$ cat config.mk
export PLATFORM = sky130hd
export DESIGN_NAME = ps2_host_tx
export DESIGN_NICKNAME = d
export VERILOG_FILES = /design/src/rtl/ps2_host_tx.sv
export SDC_FILE = /design/constraint.sdc
export NUM_CORES = 1
export LEC_CHECK = 0
export BUFFER_PORTS_ARGS = -buffer_cell sky130_fd_sc_hd__buf_2
export CAP_MARGIN = 30
export CORE_MARGIN = 2
export CORE_UTILIZATION = 30
export CTS_BUF_LIST = sky130_fd_sc_hd__clkbuf_4 sky130_fd_sc_hd__clkbuf_8 sky130_fd_sc_hd__clkbuf_16
export DETAILED_ROUTE_END_ITERATION = 16
export HOLD_SLACK_MARGIN = 0.06
export PLACE_DENSITY = 0.53
export SLEW_MARGIN = 0
export SYNTH_ARGS = -nofsm -noshare
export SYNTH_HDL_FRONTEND = slang
export SYNTH_SLANG_ARGS = --single-unit
$ cat constraint.sdc
create_clock -name clk_in -period 3.1 [get_ports clk_in]
set_input_delay 0.465 -clock clk_in [delete_from_list [all_inputs] [get_ports clk_in]]
set_output_delay 0.465 -clock clk_in [all_outputs]
set_load 0.03 [all_outputs]
$ cat src/rtl/ps2_host_tx.sv
// ps2_host_tx
// Host-to-device PS/2 command transmitter. Sends one byte (8 data bits, LSB
// first, then odd parity and stop) to the device over the shared
// open-collector ps2_clock/ps2_data lines. It inhibits the bus, issues the
// request-to-send, shifts bits out on device clock falling edges, checks the
// device ACK and reports the result. busy tells the receive path to ignore
// line activity while a transfer is in progress.
//
// Ports
//   clk_in        system clock
//   reset         asynchronous, active-high; releases both lines at once
//   ps2_clock_in  raw ps2_clock line level
//   ps2_data_in   raw ps2_data line level
//   tx_data       command byte, taken when tx_valid & tx_ready
//   tx_valid      request to send tx_data
//   tx_ready      high only while idle
//   ps2_clock_oe  1 = pull ps2_clock low
//   ps2_data_oe   1 = pull ps2_data low
//   busy          high whenever not idle
//   done          one-cycle pulse at the end of each transfer
//   ack_ok        with done: device ACK seen
//   error         with done: timeout or missing ACK
//
// Build option: define PS2_TX_GLITCH_FILTER_EN to pass the synchronized
// clock through an 8-sample stability filter before edge detection.
//
// state      | meaning
// -----------+----------------------------------------------------------
// IDLE       | lines released, waiting for tx_valid
// INHIBIT    | holding ps2_clock low to claim the bus
// REQ        | start bit on data, clock released, waiting for device clock
// XFER       | shifting data, parity and stop bits on falling edges
// ACK        | waiting for the falling edge that carries the device ACK
// WAIT_IDLE  | waiting for both lines to return high
// DONE       | one-cycle result cycle (done=1), then back to IDLE

module ps2_host_tx #(
  parameter int CLK_HZ         = 50_000_000,
  parameter int INHIBIT_CYCLES = 5000,
  parameter int TIMEOUT_CYCLES = 750000
) (
  input  logic       clk_in,
  input  logic       reset,
  input  logic       ps2_clock_in,
  input  logic       ps2_data_in,
  input  logic [7:0] tx_data,
  input  logic       tx_valid,
  output logic       tx_ready,
  output logic       ps2_clock_oe,
  output logic       ps2_data_oe,
  output logic       busy,
  output logic       done,
  output logic       ack_ok,
  output logic       error
);

  localparam int MAX_CYC = (INHIBIT_CYCLES > TIMEOUT_CYCLES) ? INHIBIT_CYCLES : TIMEOUT_CYCLES;
  localparam int CNT_W   = $clog2(MAX_CYC + 1);
  localparam logic [CNT_W-1:0] INH_LAST = CNT_W'(INHIBIT_CYCLES - 1);
  localparam logic [CNT_W-1:0] TO_LAST  = CNT_W'(TIMEOUT_CYCLES - 1);

  localparam logic [2:0] ST_IDLE      = 3'd0;
  localparam logic [2:0] ST_INHIBIT   = 3'd1;
  localparam logic [2:0] ST_REQ       = 3'd2;
  localparam logic [2:0] ST_XFER      = 3'd3;
  localparam logic [2:0] ST_ACK       = 3'd4;
  localparam logic [2:0] ST_WAIT_IDLE = 3'd5;
  localparam logic [2:0] ST_DONE      = 3'd6;

  logic [2:0]       state;
  logic [CNT_W-1:0] cnt;
  logic [8:0]       shreg;
  logic [3:0]       idx;
  logic             clk_s1, clk_s2, data_s1, data_s2;
  logic             clk_line, clk_prev, fe;
  logic             in_to, to_hit;

  // Lines idle high, so the synchronizers reset to 1 to avoid a false edge.
  always_ff @(posedge clk_in or posedge reset) begin
    if (reset) begin
      clk_s1  <= 1'b1;
      clk_s2  <= 1'b1;
      data_s1 <= 1'b1;
      data_s2 <= 1'b1;
    end else begin
      clk_s1  <= ps2_clock_in;
      clk_s2  <= clk_s1;
      data_s1 <= ps2_data_in;
      data_s2 <= data_s1;
    end
  end

`ifdef PS2_TX_GLITCH_FILTER_EN
  logic       clk_filt;
  logic [2:0] flt_cnt;

  // Filtered level flips only after 8 consecutive samples disagree with it.
  always_ff @(posedge clk_in or posedge reset) begin
    if (reset) begin
      clk_filt <= 1'b1;
      flt_cnt  <= 3'd0;
    end else if (clk_s2 == clk_filt) begin
      flt_cnt <= 3'd0;
    end else if (flt_cnt == 3'd7) begin
      clk_filt <= clk_s2;
      flt_cnt  <= 3'd0;
    end else begin
      flt_cnt <= flt_cnt + 3'd1;
    end
  end

  assign clk_line = clk_filt;
`else
  assign clk_line = clk_s2;
`endif

  always_ff @(posedge clk_in or posedge reset) begin
    if (reset) clk_prev <= 1'b1;
    else       clk_prev <= clk_line;
  end

  assign fe = clk_prev & ~clk_line;

  // A falling edge in the same cycle as the timeout wins and clears the counter.
  assign in_to  = (state == ST_REQ) || (state == ST_XFER) ||
                  (state == ST_ACK) || (state == ST_WAIT_IDLE);
  assign to_hit = in_to && !fe && (cnt == TO_LAST);

  always_ff @(posedge clk_in or posedge reset) begin
    if (reset) begin
      state       <= ST_IDLE;
      cnt         <= '0;
      shreg       <= '0;
      idx         <= 4'd0;
      ps2_data_oe <= 1'b0;
      ack_ok      <= 1'b0;
      error       <= 1'b0;
    end else if (to_hit) begin
      state       <= ST_DONE;
      cnt         <= '0;
      ps2_data_oe <= 1'b0;
      ack_ok      <= 1'b0;
      error       <= 1'b1;
    end else begin
      case (state)
        ST_IDLE: begin
          if (tx_valid) begin
            shreg  <= {~^tx_data, tx_data};
            idx    <= 4'd0;
            cnt    <= '0;
            ack_ok <= 1'b0;
            error  <= 1'b0;
            state  <= ST_INHIBIT;
          end
        end
        ST_INHIBIT: begin
          if (cnt == INH_LAST) begin
            cnt         <= '0;
            ps2_data_oe <= 1'b1;
            state       <= ST_REQ;
          end else begin
            cnt <= cnt + 1'b1;
          end
        end
        ST_REQ, ST_XFER: begin
          if (fe) begin
            cnt <= '0;
            if (idx < 4'd9) begin
              ps2_data_oe <= ~shreg[idx];
              idx         <= idx + 4'd1;
              state       <= ST_XFER;
            end else begin
              ps2_data_oe <= 1'b0;
              state       <= ST_ACK;
            end
          end else begin
            cnt <= cnt + 1'b1;
          end
        end
        ST_ACK: begin
          if (fe) begin
            cnt    <= '0;
            ack_ok <= ~data_s2;
            state  <= ST_WAIT_IDLE;
          end else begin
            cnt <= cnt + 1'b1;
          end
        end
        ST_WAIT_IDLE: begin
          if (fe) cnt <= '0;
          else    cnt <= cnt + 1'b1;
          if (clk_line && data_s2) begin
            error <= ~ack_ok;
            state <= ST_DONE;
          end
        end
        ST_DONE: begin
          cnt   <= '0;
          state <= ST_IDLE;
        end
        default: begin
          ps2_data_oe <= 1'b0;
          state       <= ST_IDLE;
        end
      endcase
    end
  end

  assign ps2_clock_oe = (state == ST_INHIBIT);
  assign busy         = (state != ST_IDLE);
  assign tx_ready     = (state == ST_IDLE);
  assign done         = (state == ST_DONE);

endmodule

# After elaboration in Yosys (flattened, before gate mapping)
# Cells that the tools add are included.
dict set report op_classes {
  add_sub_neg 2
  order_cmp 2
  eq_ne 17
  n_mux 31
  bitwise_logic 6
  n_reduce_logical 24
}
# operator n
set op_table {}
lappend op_table {{$mux W20} 4}
lappend op_table {{$pmux W20 S4} 1}
lappend op_table {{$mux W3} 7}
lappend op_table {{$add A20 B1 Y20 const B} 1}
lappend op_table {{$eq A20 B13 Y1 const B} 1}
lappend op_table {{$eq A20 B20 Y1 const B} 1}
lappend op_table {{$pmux W3 S5} 1}
lappend op_table {{$mux W4} 3}
lappend op_table {{$reduce_and A3 Y1} 4}
lappend op_table {{$mux W1} 10}
lappend op_table {{$reduce_and A5 Y1} 2}
lappend op_table {{$eq A3 B3 Y1 const B} 3}
lappend op_table {{$reduce_bool A3 Y1} 3}
lappend op_table {{$pmux W4 S2} 1}
lappend op_table {{$reduce_or A4 Y1} 2}
lappend op_table {{$reduce_xnor A8 Y1} 1}
lappend op_table {{$eq A3 B2 Y1 const B} 2}
lappend op_table {{$ne A2 B2 Y1 const B} 3}
lappend op_table {{$ne A3 B2 Y1 const B} 2}
lappend op_table {{$ne A3 B3 Y1 const B} 2}
lappend op_table {{$lt A4 B5 Y1 const B} 1}
lappend op_table {{$not A1 Y1} 5}
lappend op_table {{$reduce_bool A5 Y1} 1}
lappend op_table {{$add A4 B1 Y4 const B} 1}
lappend op_table {{15 further kinds} 20}
dict set report totals {
  regBits 44
  in_bits 13
  output_inout_bits 7
  word_cells 94
}

# Logic depth before layout (Yosys ltp)
# Gate-level depths: netlist of the first run.
dict set report logic_depth {
  ltp_word 8
  depth_mapped 7
  ltp_nobuf 7
}

# Least setup slack after synthesis of the first run
# No wires, ideal clock.
dict set report synth_path {
  path_type {register to register}
  from {register state[2]}
  to {register shreg[0]}
  setup_ns 0.125
  arrival_time_ns 2.010
  required_ns 2.975
  slack_ns 0.966
  stages_incl_launch_ff 7
  path_buffers 2
  synth_period_minus_slack_ns 2.134
  path_cell_list {dfrtp_1 > clkbuf_8 > or3_1 > inv_1 > and2_1 > buf_2 > mux2_2}
}
dict set report synth_between {
  elab_cells_between_ends 12
  classes_between {eq/ne (4); bitwise (1); reduce/logical (7)}
}
# item line_no
set synth_lines {}
lappend synth_lines {{start: declaration} 70} ;# logic [2:0] state;
lappend synth_lines {{start signal: assignment} 131} ;# state <= ST_IDLE;
lappend synth_lines {{start signal: assignment} 139} ;# state <= ST_DONE;
lappend synth_lines {{start signal: assignment} 153} ;# state <= ST_INHIBIT;
lappend synth_lines {{$logic_not A3 Y1} n/a}
lappend synth_lines {{named net tx_ready} 48} ;# output logic tx_ready,
lappend synth_lines {{$reduce_and A3 Y1 (no line)} n/a}
lappend synth_lines {{end signal: assignment} 148} ;# shreg <= {~^tx_data, tx_data};
lappend synth_lines {{end: declaration} 72} ;# logic [8:0] shreg;
# The timed path passes the listed nets, and every way through them passes these cells.
# A chain may end at the register's enable or synchronous reset.

# Worst setup path in the final report of the first run
dict set report layout_path {
  from {register state[2]}
  to {register cnt[0]}
}
dict set report layout_between {
  elab_chain_cells 8
  elab_cells_between_ends 18
  classes_between {eq/ne (7); mux (2); reduce/logical (9)}
}
# item line_no
set layout_rtl {}
lappend layout_rtl {{$eq A3 B2 Y1} {125, 145}}
lappend layout_rtl {{$logic_or A1 B1 Y1 (2 in a row)} 125} ;# assign in_to = (state == ST_REQ) || (state == ST_XFER) ||
lappend layout_rtl {{$logic_or A1 B1 Y1} 126} ;# (state == ST_ACK) || (state == ST_WAIT_IDLE);
lappend layout_rtl {{$logic_and A1 B1 Y1 (2 in a row)} 127} ;# assign to_hit = in_to && !fe && (cnt == TO_LAST);
lappend layout_rtl {{$ne A3 B2 Y1 (no line) / $reduce_bool A5 Y1 (equally long branches)} n/a}
lappend layout_rtl {{$reduce_and A2 Y1 (no line)} n/a}
lappend layout_rtl {{end signal: assignment} 162} ;# cnt <= cnt + 1'b1;
lappend layout_rtl {{end signal: assignment} 177} ;# cnt <= cnt + 1'b1;
lappend layout_rtl {{end signal: assignment} 186} ;# cnt <= cnt + 1'b1;
lappend layout_rtl {{end: declaration} 71} ;# logic [CNT_W-1:0] cnt;
# Parallel ways exist; a longest one is shown, timed or not.

==> out/qor.csv, run 1 <==
metric;value;unit
switchingPower;0.7280;mW
yosys.area_share.adder;1.499;%
gr-total-overflow;0;
clock-root-buffer;clkbuf_8;
ys_async_sr_fraction;100.0;%
cts.path.max_buffers;2;
finClkSkew;0.009667;ns
core_area;8134;um^2
cp_top_family;simple AND/OR/NAND/NOR gates;
slew_violations;0;
place_area;2686;um^2
drt-total-wl;5388;um
rows;33;
drcViolationCount;0;
r2r_start;state[2];
synth_edf_count;0;
slowest_delay;0.73;ns
fin_setup_tns;0;ns
crit_path_max_fanout;20;
comb_power_share;36.4;%
area_growth;11.64;%
fin_area;2795;um^2
synth-compound-area-share;14.89;%
antenna_cells;0;
totalPowerFinal;1.937;mW
first_global_vias;1858;
htree_levels;2;
ios;20;
cts-resized-gates;0;
synth_flop_cell;dfrtp_1;
drt-initial-drc-count;73;
p_int;1.209;mW
synth_nets;266;
place_hpwl;3849;um
final_util;34.36;%
ys_ff_latch;44;
setup_slack;0.6887;ns
fin_crit_sh;77.78;%
r2r_end;cnt[0];
cts_tree;yes;
stdcell_count;375;
seqPwrFrac;45.0;%
critPathKind;flop to flop;
yosys.area_share.xor_xnor;6.647;%
dieArea;9093;um^2
synth_top_area_share;38.98;%
path_cells;nand2b_1, a2111oi_0, and4b_2, or3_2, o21ai_0;
holdCritPathClass;input pin to async pin;
tightestPinTransition;0.6293;ns
grt_max_degree;45;
reg2reg_depth;5;
postCtsSetupBuffers;0;
drtPass1Iterations;4;
setup_viol;0;
p_clk_share;18.7;%
ctsHoldBuffers;0;
syn-instance-count;250;
hold_viol_final;0;
dp_slack;0.7202;ns
via_per_inst;5.120;
worst_path_max_delay_cell;dfrtp_1;
synth_warnings;0;
power.density;692.9;nW/um^2
swShare;37.59;%
final_nets;285;
r2r_slack;0.69;ns
ys_types;59;
holdWs;0.1902;ns
io_buffers;19;
fin_crit;2.411;ns
cts.clk_slew.worst_paths;0.08;ns
fp.dieW;95.36;um
track_usage;12.95;%
cp.arrival;2.62;ns
status;finished clean;
synth_top_area_cell;dfrtp_1;
gp_congestion;0.7988;
synth_area;2504;um^2
clock_latency;0.29;ns
max-vdd-ir-drop;0.0002031;V
ys_seq_area_share;44.23;%
synthMuxAreaShare;6.197;%
maxCapViolCount;0;
vias;1920;
drive_gt1_share;24.44;%
synthSimpleGateAreaFrac;23.29;%
ys_top_cells_by_area;dfrtp_1 (39%), dfstp_2 (5.2%), mux2_2 (4.5%);
synth_top_family_by_area;simple AND/OR/NAND/NOR gates;
grt_antenna_before_repair;0;
power.leakage;1.192;nW
antenna_left;0;
crit_buf_inv;0;
cts-buffers-inserted;5;
end_kind;flop;
startpoint_type;flop;
critPathRequiredTime;3.31;ns
relSlewSlack;57.69;%
place_inst;366;
rsz0062_at_grt;false;
grt_pass1_wl;9149;um
post_synth.cell_area_avg;10.01;um^2
fmax;414.7;MHz
wl_per_cell;14.37;um
cts_sinks;44;
initial_utilization;30.78;%
floorplan.die.height;95.36;um
## kinds of logic (layout without fill, tap and decap cells)
logic type               after synthesis  count (layout)
AO/OA/AOI/OAI                         53              53
AND/OR/NAND/NOR                      102             102
flip-flops                            44              44
XOR/XNOR                              19              19
adder cells (fa/ha/maj)                3               3
buffers and inverters                 16              36
multiplexers                          13              13
## power by group through the flow
stage,clock network (mW),registers (mW),logic (mW)
final,0.361,0.871,0.704
after global routing,0.400,0.899,0.792
after CTS,0.377,0.874,0.708
after detailed placement,0,0.884,0.705
after global placement,0,0.885,0.700
after floorplan,0,0.833,0.576
## state kept, by name, summed over array words and instances, names as in the netlist
| register | flops |
|---|---|
| shreg | 9 |
| state | 3 |
| clk_prev | 1 |
| clk_s1 | 1 |
| clk_line | 1 |
| cnt | 20 |
| data_s2 | 1 |
| ack_ok | 1 |
| error | 1 |
| idx | 4 |
| data_s1 | 1 |
| ps2_data_oe | 1 |
## cells in the mapped netlist (2+ instances only)
master and n:
dfrtp_1 39, nand2_1 22, a21oi_1 17, nor2_1 15
xor2_1 12, nand3_1 11, mux2_2 10, o21ai_0 10
nand4_1 8, nor3_1 7, xnor2_1 7, inv_1 6
and3_1 5, clkbuf_1 5, dfstp_2 5, a22o_2 4
nand2b_1 4, nor2b_1 4, o41ai_1 4, and2b_2 3
buf_2 3, ha_1 3, or3_1 3, a211oi_1 2
a21o_1 2, and3_2 2, mux2i_1 2, nor4_1 2
nor4_2 2, o31ai_1 2
## worst max-delay path by stage
stage / depth (start not counted) / to / slack, ns / start
final: 5 / cnt[0] / 0.69 / state[2]
after CTS: 5 / cnt[0] / 0.69 / state[2]
after global placement: 5 / cnt[0] / 0.70 / state[2]
after detailed placement: 5 / cnt[0] / 0.72 / state[2]
after floorplan: 6 / shreg[0] / 0.97 / state[2]
after global routing: 5 / cnt[0] / 0.54 / state[2]
## layer usage
layer	GRT usage (%)	up-vias	share of wire, %
met1	17.87	937	50
li1	-	951	-
met3	2.846	5	3.1
met2	20.54	27	46
met4	3.382	0	0.89
met5	0	-	0
## cell usage in the layout (no fill, tap or decap), types with 8 or more instances in the layout
cell,synthesis,routed
dfrtp_1,39,39
nand2_1,22,22
buf_2,3,19
a21oi_1,17,17
nor2_1,15,15
xor2_1,12,12
nand3_1,11,11
mux2_2,10,10
o21ai_0,10,10
nand4_1,8,8
## area by class of cell
| type | instances | area [um^2] |
|---|---|---|
| multi-input combinational | 190 | 1315 |
| clock inverter | 1 | 5.005 |
| fill | 830 | 5339 |
| inverter | 6 | 22.52 |
| sequential | 44 | 1107 |
| tap | 105 | 131.4 |
| clock buffer | 7 | 83.83 |
| timing repair buffer | 22 | 130.1 |
## worst register-to-register path: cells and delay by family, from the launching register on
family	cells	cell delay, ns
simple gates	3	1.26
flops	1	0.73
compound gates	2	0.33
Power figures use the tool's default switching activity.
==> inputs of run 2 (changes only) <==
- ABC_AREA: unset -> 1
- PLACE_DENSITY: 0.53 -> 0.52
- clock period: 3.1 -> 2.3 ns (I/O delays scaled with it)
==> run 2 against run 1 <==
Effect of this change: count of clock-buffer cells in the layout down 1; core utilization is essentially flat; die area up 16%; power is 58% higher; sequential share of layout area shrank 6.0 points; fmax increased by 23%; combinational power up 89%; via count is 41% higher; cell count increased by 54%; synthesized cell count is 67% higher; first-iteration DRC count rose by 130%; setup slack got worse by 0.35 ns; critical endpoint is now cnt[9]; largest cell class unchanged; highest routed layer unchanged.
==> out/qor.csv, run 2 <==
metric;value;unit;change
status;finished clean;;unchanged
track_usage;15.34;%;was 12.95%
setup_viol;0;;unchanged
ios;20;;unchanged
ys_types;30;;was 59
gp_congestion;0.9680;;was 0.7988
largest_reg_flops;20;;unchanged
crit_cells;12;;was 5
fmax;508.8;MHz;was 414.7 MHz
syn-instance-count;418;;was 250
worst_path_max_delay_cell;dfrtp_1;;unchanged
drt-total-wl;7418;um;was 5388 um
r2r_end;cnt[9];;was cnt[0]
synth_flop_cell;dfrtp_1;;unchanged
grt_max_degree;45;;unchanged
critPathKind;flop to flop;;unchanged
worstSetupStartpoint;cnt[0];;was state[2]
grt_pass1_wl;12680;um;was 9149 um
antenna_left;0;;unchanged
place_inst;568;;was 366
crit_end;cnt[9];;was cnt[0]
critPathRequiredTime;2.49;ns;was 3.31 ns
stdcell_count;576;;was 375
power.density;927.9;nW/um^2;was 692.9 nW/um^2
dieArea;10550;um^2;was 9093 um^2
holdCritPathClass;input pin to async pin;;unchanged
rsz0062_at_grt;false;;unchanged
cts.path.max_buffers;2;;unchanged
rows;36;;was 33
floorplan.die.height;102.7;um;was 95.36 um
final_util;34.36;%;about the same
layout_common_cells;nand2_1 (128), nor2_1 (57), inv_1 (40), dfrtp_1 (39), nand3_1 (38);;was dfrtp_1 (39), nand2_1 (22), buf_2 (19), a21oi_1 (17), nor2_1 (15)
relSlewSlack;67.11;%;was 57.69%
final_nets;458;;was 285
synth_edf_count;0;;unchanged
wl_per_cell;12.88;um;was 14.37 um
r2r_start;cnt[0];;was state[2]
ctsHoldBuffers;0;;unchanged
crit_buf_inv;2;;was 0
ys_top_cells_by_area;dfrtp_1 (33%), nand2_1 (16%), nor2_1 (7.3%);;was dfrtp_1 (39%), dfstp_2 (5.2%), mux2_2 (4.5%)
clock-root-buffer;clkbuf_8;;unchanged
antenna_cells;0;;unchanged
synth_top_area_cell;dfrtp_1;;unchanged
path_cells;ha_1, nand2_1, nor2_1, nand2_1, nor2_2, nand2_2, inv_2, nor2_4, nand2_2, nand2_4, inv_4, nor2_2;;was nand2b_1, a2111oi_0, and4b_2, or3_2, o21ai_0
power.leakage;1.550;nW;was 1.192 nW
drtPass1Iterations;4;;unchanged
synth_top_area_share;33.39;%;was 38.98%
drive_gt1_share;16.70;%;was 24.44%
core_area;9594;um^2;was 8134 um^2
post_synth.cell_area_avg;6.992;um^2;was 10.01 um^2
fin_crit;1.966;ns;was 2.411 ns
place_hpwl;5611;um;was 3849 um
cts-buffers-inserted;5;;unchanged
ys_async_sr_fraction;100.0;%;unchanged
synthTopCellsByCount;nand2_1 (128), nor2_1 (57), inv_1 (41);;was dfrtp_1 (39), nand2_1 (22), a21oi_1 (17)
drcViolationCount;0;;unchanged
first_global_vias;2619;;was 1,858
fin_crit_sh;85.46;%;was 77.78%
grt-busiest-layer;met2;;unchanged
final_common_cell;nand2_1;;was dfrtp_1
finClkSkew;0.007085;ns;was 0.009667 ns
gr-total-overflow;0;;unchanged
fp.dieW;102.7;um;was 95.36 um
ys_ff_latch;44;;unchanged
grt.met2_usage;25.34;%;was 20.54%
cts_tree;yes;;unchanged
via_per_inst;4.696;;was 5.120
top_register;cnt;;unchanged
postCtsSetupBuffers;0;;unchanged
grt_antenna_before_repair;0;;unchanged
maxCapViolCount;0;;unchanged
grt.met1_usage;21.14;%;was 17.87%
initial_utilization;30.46;%;was 30.78%
end_kind;flop;;unchanged
htree_levels;2;;unchanged
vias;2705;;was 1,920
grt_util_met3;2.373;%;was 2.846%
hold_viol_final;0;;unchanged
slew_violations;0;;unchanged
cp.arrival;2.15;ns;was 2.62 ns
slowest_delay;0.44;ns;was 0.73 ns
clock_latency;0.30;ns;was 0.29 ns
crit_path_max_fanout;11;;was 20
startpoint_type;flop;;unchanged
top_regs;cnt: 20 flops, shreg: 9 flops, idx: 4 flops;;unchanged
drt-initial-drc-count;168;;was 73
cts_sinks;44;;unchanged
area_growth;12.80;%;was 11.64%
tightestPinTransition;0.4934;ns;was 0.6293 ns
io_buffers;19;;unchanged
cp_top_family;simple AND/OR/NAND/NOR gates;;unchanged
cts.clk_slew.worst_paths;0.09;ns;was 0.08 ns
synth_area;2923;um^2;was 2504 um^2
fin_setup_tns;0;ns;unchanged
reg2reg_depth;12;;was 5
yosysMostFrequentCell;nand2_1;;was dfrtp_1
synth_warnings;0;;unchanged
ys_seq_area_share;37.89;%;was 44.23%
cts-resized-gates;0;;unchanged
synth_nets;434;;was 266
max-vdd-ir-drop;0.0004861;V;was 0.0002031 V
r2r_slack;0.33;ns;was 0.69 ns
[run 2: cell count changes in the layout (fill, tap and decap cells not counted), sizes merged, moves of 10 or more]
cell	previous run	this run
nor2	15	70
a21oi	17	7
mux2	10	0
inv	6	52
nand2	22	140
nand3	11	39
[run 2: metrics by stage]
stage	total power [mW]	hold slack (ns)	setup slack (ns)	area [um^2]
final	3.059	0.06853	0.3344	3297
after global routing	3.335	0.08256	0.1344	3297
after CTS	3.097	0.07401	0.3519	3297
after detailed placement	2.428	0.3482	0.3727	3176
after global placement	2.434	0.3474	0.3850	3176
after floorplan	2.112	0.3452	0.6936	2923
[run 2: tightest hold or removal path, delay by kind of cell]
family	cells	cell delay (ns)
buf+inv	3	0.40
[run 2: cell families (layout without fill, tap and decap cells)]
| kind of cell | after synthesis | in the layout | share of synthesized area, % |
|---|---|---|---|
| AOI/OAI and AO/OA | 29 | 29 | 5.608 |
| xor gates and xnor gates | 13 | 13 | 3.896 |
| adders and majority gates | 3 | 3 | 1.284 |
| buffers and inverters | 57 | 82 | 8.433 |
| DFF | 44 | 44 | 37.89 |
| and+or+nand+nor | 272 | 272 | 42.89 |
[run 2: area by class of cell]
cell class	instances	area, um^2
clock buffer	6	82.58
inverter	52	202.7
fill	1051	6297
clock inverter	2	38.79
tap	133	166.4
timing repair buffer	22	130.1
multi-input combinational	317	1569
sequential	44	1107
[run 2: per-layer routing]
layer / part of all wire (%) / vias up / routed length (um)
met4: 1.5 / 0 / 112
met1: 47 / 1245 / 3505
met3: 5.5 / 12 / 407
met2: 46 / 82 / 3392
li1: - / 1366 / -
met5: 0 / - / 0
[run 2: worst min path at each step]
stage	slack, ns	startpoint	endpoint
finish	0.07	reset	shreg[1]
global placement	0.35	data_s1	data_s2
detailed placement	0.35	clk_s1	clk_line
floorplan	0.35	clk_s1	clk_line
CTS	0.07	reset	cnt[4]
global route	0.08	reset	shreg[1]
[run 2: power breakdown]
group | internal [mW] | total [mW] | switching [mW]
combinational | 0.411 | 1.33 | 0.921
clock | 0.356 | 0.653 | 0.297
sequential | 0.933 | 1.07 | 0.141
==> inputs of run 3 (changes only) <==
- CELL_PAD_IN_SITES_DETAIL_PLACEMENT: unset -> 0
- CELL_PAD_IN_SITES_GLOBAL_PLACEMENT: unset -> 1
- PLACE_DENSITY: 0.52 -> 0.65
==> run 3 against run 2 <==
Effect of this change: sequential cell count did not move; highest routed layer unchanged; die area stayed put; power is 1.0% higher; clock power about the same; largest power group unchanged; fmax grew 0.86%; largest cell class unchanged; first-iteration DRC count is 7.1% lower; routed wire length grew 7.5%; final area grew 0.61%; combinational power up 3%.
==> out/qor.csv, run 3 (same netlist as run 2, synthesis figures left out) <==
metric;value;unit;change
status;finished clean;;unchanged
crit_buf_inv;1;;was 2
fp.dieW;102.7;um;unchanged
drt-initial-drc-count;156;;was 168
drtPass1Iterations;4;;unchanged
final_common_cell;nand2_1;;unchanged
floorplan.die.height;102.7;um;unchanged
worst_path_max_delay_cell;dfrtp_1;;unchanged
finClkSkew;0.003431;ns;was 0.007085 ns
postCtsSetupBuffers;0;;unchanged
gr-total-overflow;0;;unchanged
top_register;cnt;;unchanged
antenna_cells;0;;unchanged
wl_per_cell;13.75;um;was 12.88 um
holdCritPathClass;input pin to flop;;was input pin to async pin
clock-root-buffer;clkbuf_8;;unchanged
fin_area;3317;um^2;was 3297 um^2
relSlewSlack;65.73;%;was 67.11%
place_area;3186;um^2;was 3176 um^2
fin_crit_sh;84.73;%;was 85.46%
path_cells;nand2_1, nor2_1, buf_2;;was ha_1, nand2_1, nor2_1, nand2_1, nor2_2, nand2_2, inv_2, nor2_4, nand2_2, nand2_4, inv_4, nor2_2
fin_setup_tns;0;ns;unchanged
fmax;513.2;MHz;was 508.8 MHz
grt_pass1_wl;13400;um;was 12,680 um
hold_viol_final;0;;unchanged
track_usage;16.38;%;was 15.34%
min-delay-start;ps2_clock_in;;
final_nets;462;;was 458
antenna_left;0;;unchanged
tightestPinTransition;0.5140;ns;was 0.4934 ns
layout_common_cells;nand2_1 (128), nor2_1 (57), inv_1 (40), dfrtp_1 (39), nand3_1 (38);;unchanged
critPathKind;flop to output pin;;was flop to flop
fillers;1040;;was 1,051
first_global_vias;2660;;was 2,619
rsz0062_at_grt;false;;unchanged
vias;2724;;was 2,705
r2r_start;state[2];;was cnt[0]
swShare;44.77;%;was 44.42%
place_hpwl;6227;um;was 5611 um
p_clk_share;21.2;%;was 21.3%
r2r_end;cnt[9];;unchanged
top_regs;cnt: 20 flops, shreg: 9 flops, idx: 4 flops;;unchanged
setup_viol;0;;unchanged
io_buffers;19;;unchanged
ios;20;;unchanged
reg2reg_depth;11;;was 12
drcViolationCount;0;;unchanged
max-vdd-ir-drop;0.0004731;V;was 0.0004861 V
crit_path_max_fanout;7;;was 11
cts.clk_slew.worst_paths;0.09;ns;about the same
cts_tree;yes;;unchanged
drt-total-wl;7973;um;was 7418 um
area_growth;13.48;%;was 12.80%
via_per_inst;4.697;;was 4.696
core_area;9594;um^2;unchanged
maxCapViolCount;0;;unchanged
slowest_delay;0.67;ns;was 0.44 ns
clock_latency;0.30;ns;about the same
comb_power_share;44.2;%;was 43.6%
seqPwrFrac;34.6;%;was 35.1%
fin_crit;1.949;ns;was 1.966 ns
end_kind;output pin;;was flop
cts-buffers-inserted;5;;unchanged
gp_congestion;0.8737;;was 0.9680
largest_reg_flops;20;;unchanged
switchingPower;1.384;mW;was 1.359 mW
slew_violations;0;;unchanged
min_delay_worst_endpoint;clk_s1;;
drive_gt1_share;17.23;%;was 16.70%
r2r_slack;0.36;ns;was 0.33 ns
grt_max_degree;22;;was 45
cp.arrival;1.60;ns;was 2.15 ns
power.density;931.8;nW/um^2;was 927.9 nW/um^2
cts.path.max_buffers;2;;unchanged
rows;36;;unchanged
p_int;1.707;mW;was 1.700 mW
htree_levels;2;;unchanged
dieArea;10550;um^2;unchanged
grt_antenna_before_repair;0;;unchanged
whs_path_depth;1;;
cp_top_family;flip-flops;;was simple AND/OR/NAND/NOR gates
initial_utilization;30.46;%;unchanged
cts_sinks;44;;unchanged
startpoint_type;flop;;unchanged
power.leakage;1.565;nW;was 1.550 nW
critPathRequiredTime;1.96;ns;was 2.49 ns
holdWs;0.1312;ns;was 0.06853 ns
==> run 3: cell count changes in the layout (fill, tap and decap cells not counted) <==
cell	delta
buf_4	+4
buf_12	-1
dlygate4sd3_1	+1
==> run 3: metal layers <==
layer  vias to the layer above  share of wire, %  global-route usage (%)
met4                         0               1.7                   4.205
met1                      1262                46                   21.35
met2                        76                48                   28.66
li1                       1375                 -                       -
met5                         -                 0                       0
met3                        11               4.1                   2.169
==> run 3: final cells by class <==
cell class                 instances  area, um^2  area share (%)
multi-input combinational        317        1569           47.30
sequential                        44        1107           33.38
inverter                          52       202.7           6.111
tap                              133       166.4           5.017
timing repair buffer              26       150.1           4.527
clock buffer                       6       82.58           2.490
clock inverter                     2       38.79           1.169
==> run 3: power by group through the flow <==
stage                     clock (mW)  sequential (mW)  combinational (mW)
after detailed placement           0             1.08                1.37
after global routing           0.710             1.09                1.55
after floorplan                    0             1.07                1.04
final                          0.656             1.07                1.37
after global placement             0             1.09                1.38
after CTS                      0.673             1.07                1.38
==> run 3: through the flow <==
stage / worst slack [ns] / instances / total power [mW] / utilization, %
floorplan: 0.6936 / 418 / 2.112 / -
detailed placement: 0.3921 / 571 / 2.453 / 33.20
global route: 0.2483 / 580 / 3.355 / 34.57
finish: 0.3513 / 580 / 3.091 / 34.57
CTS: 0.3225 / 580 / 3.121 / 34.57
global placement: 0.3772 / 571 / 2.472 / 33.20
==> run 3: timing repair <==
item	CTS	global route
hold buffers	1	0
gates resized for setup	0	0
hold endpoints to repair	2	0
==> run 3: worst max-delay path by stage <==
stage / startpoint / to / slack (ns) / depth (start not counted)
2_1_floorplan: state[1] / shreg[1] / 0.69 / 7
3_3_place_gp: state[2] / cnt[2] / 0.38 / 6
3_5_place_dp: state[2] / cnt[9] / 0.39 / 11
4_1_cts: state[2] / done / 0.32 / 3
5_1_grt: state[2] / cnt[7] / 0.25 / 11
6_report: state[2] / done / 0.35 / 3
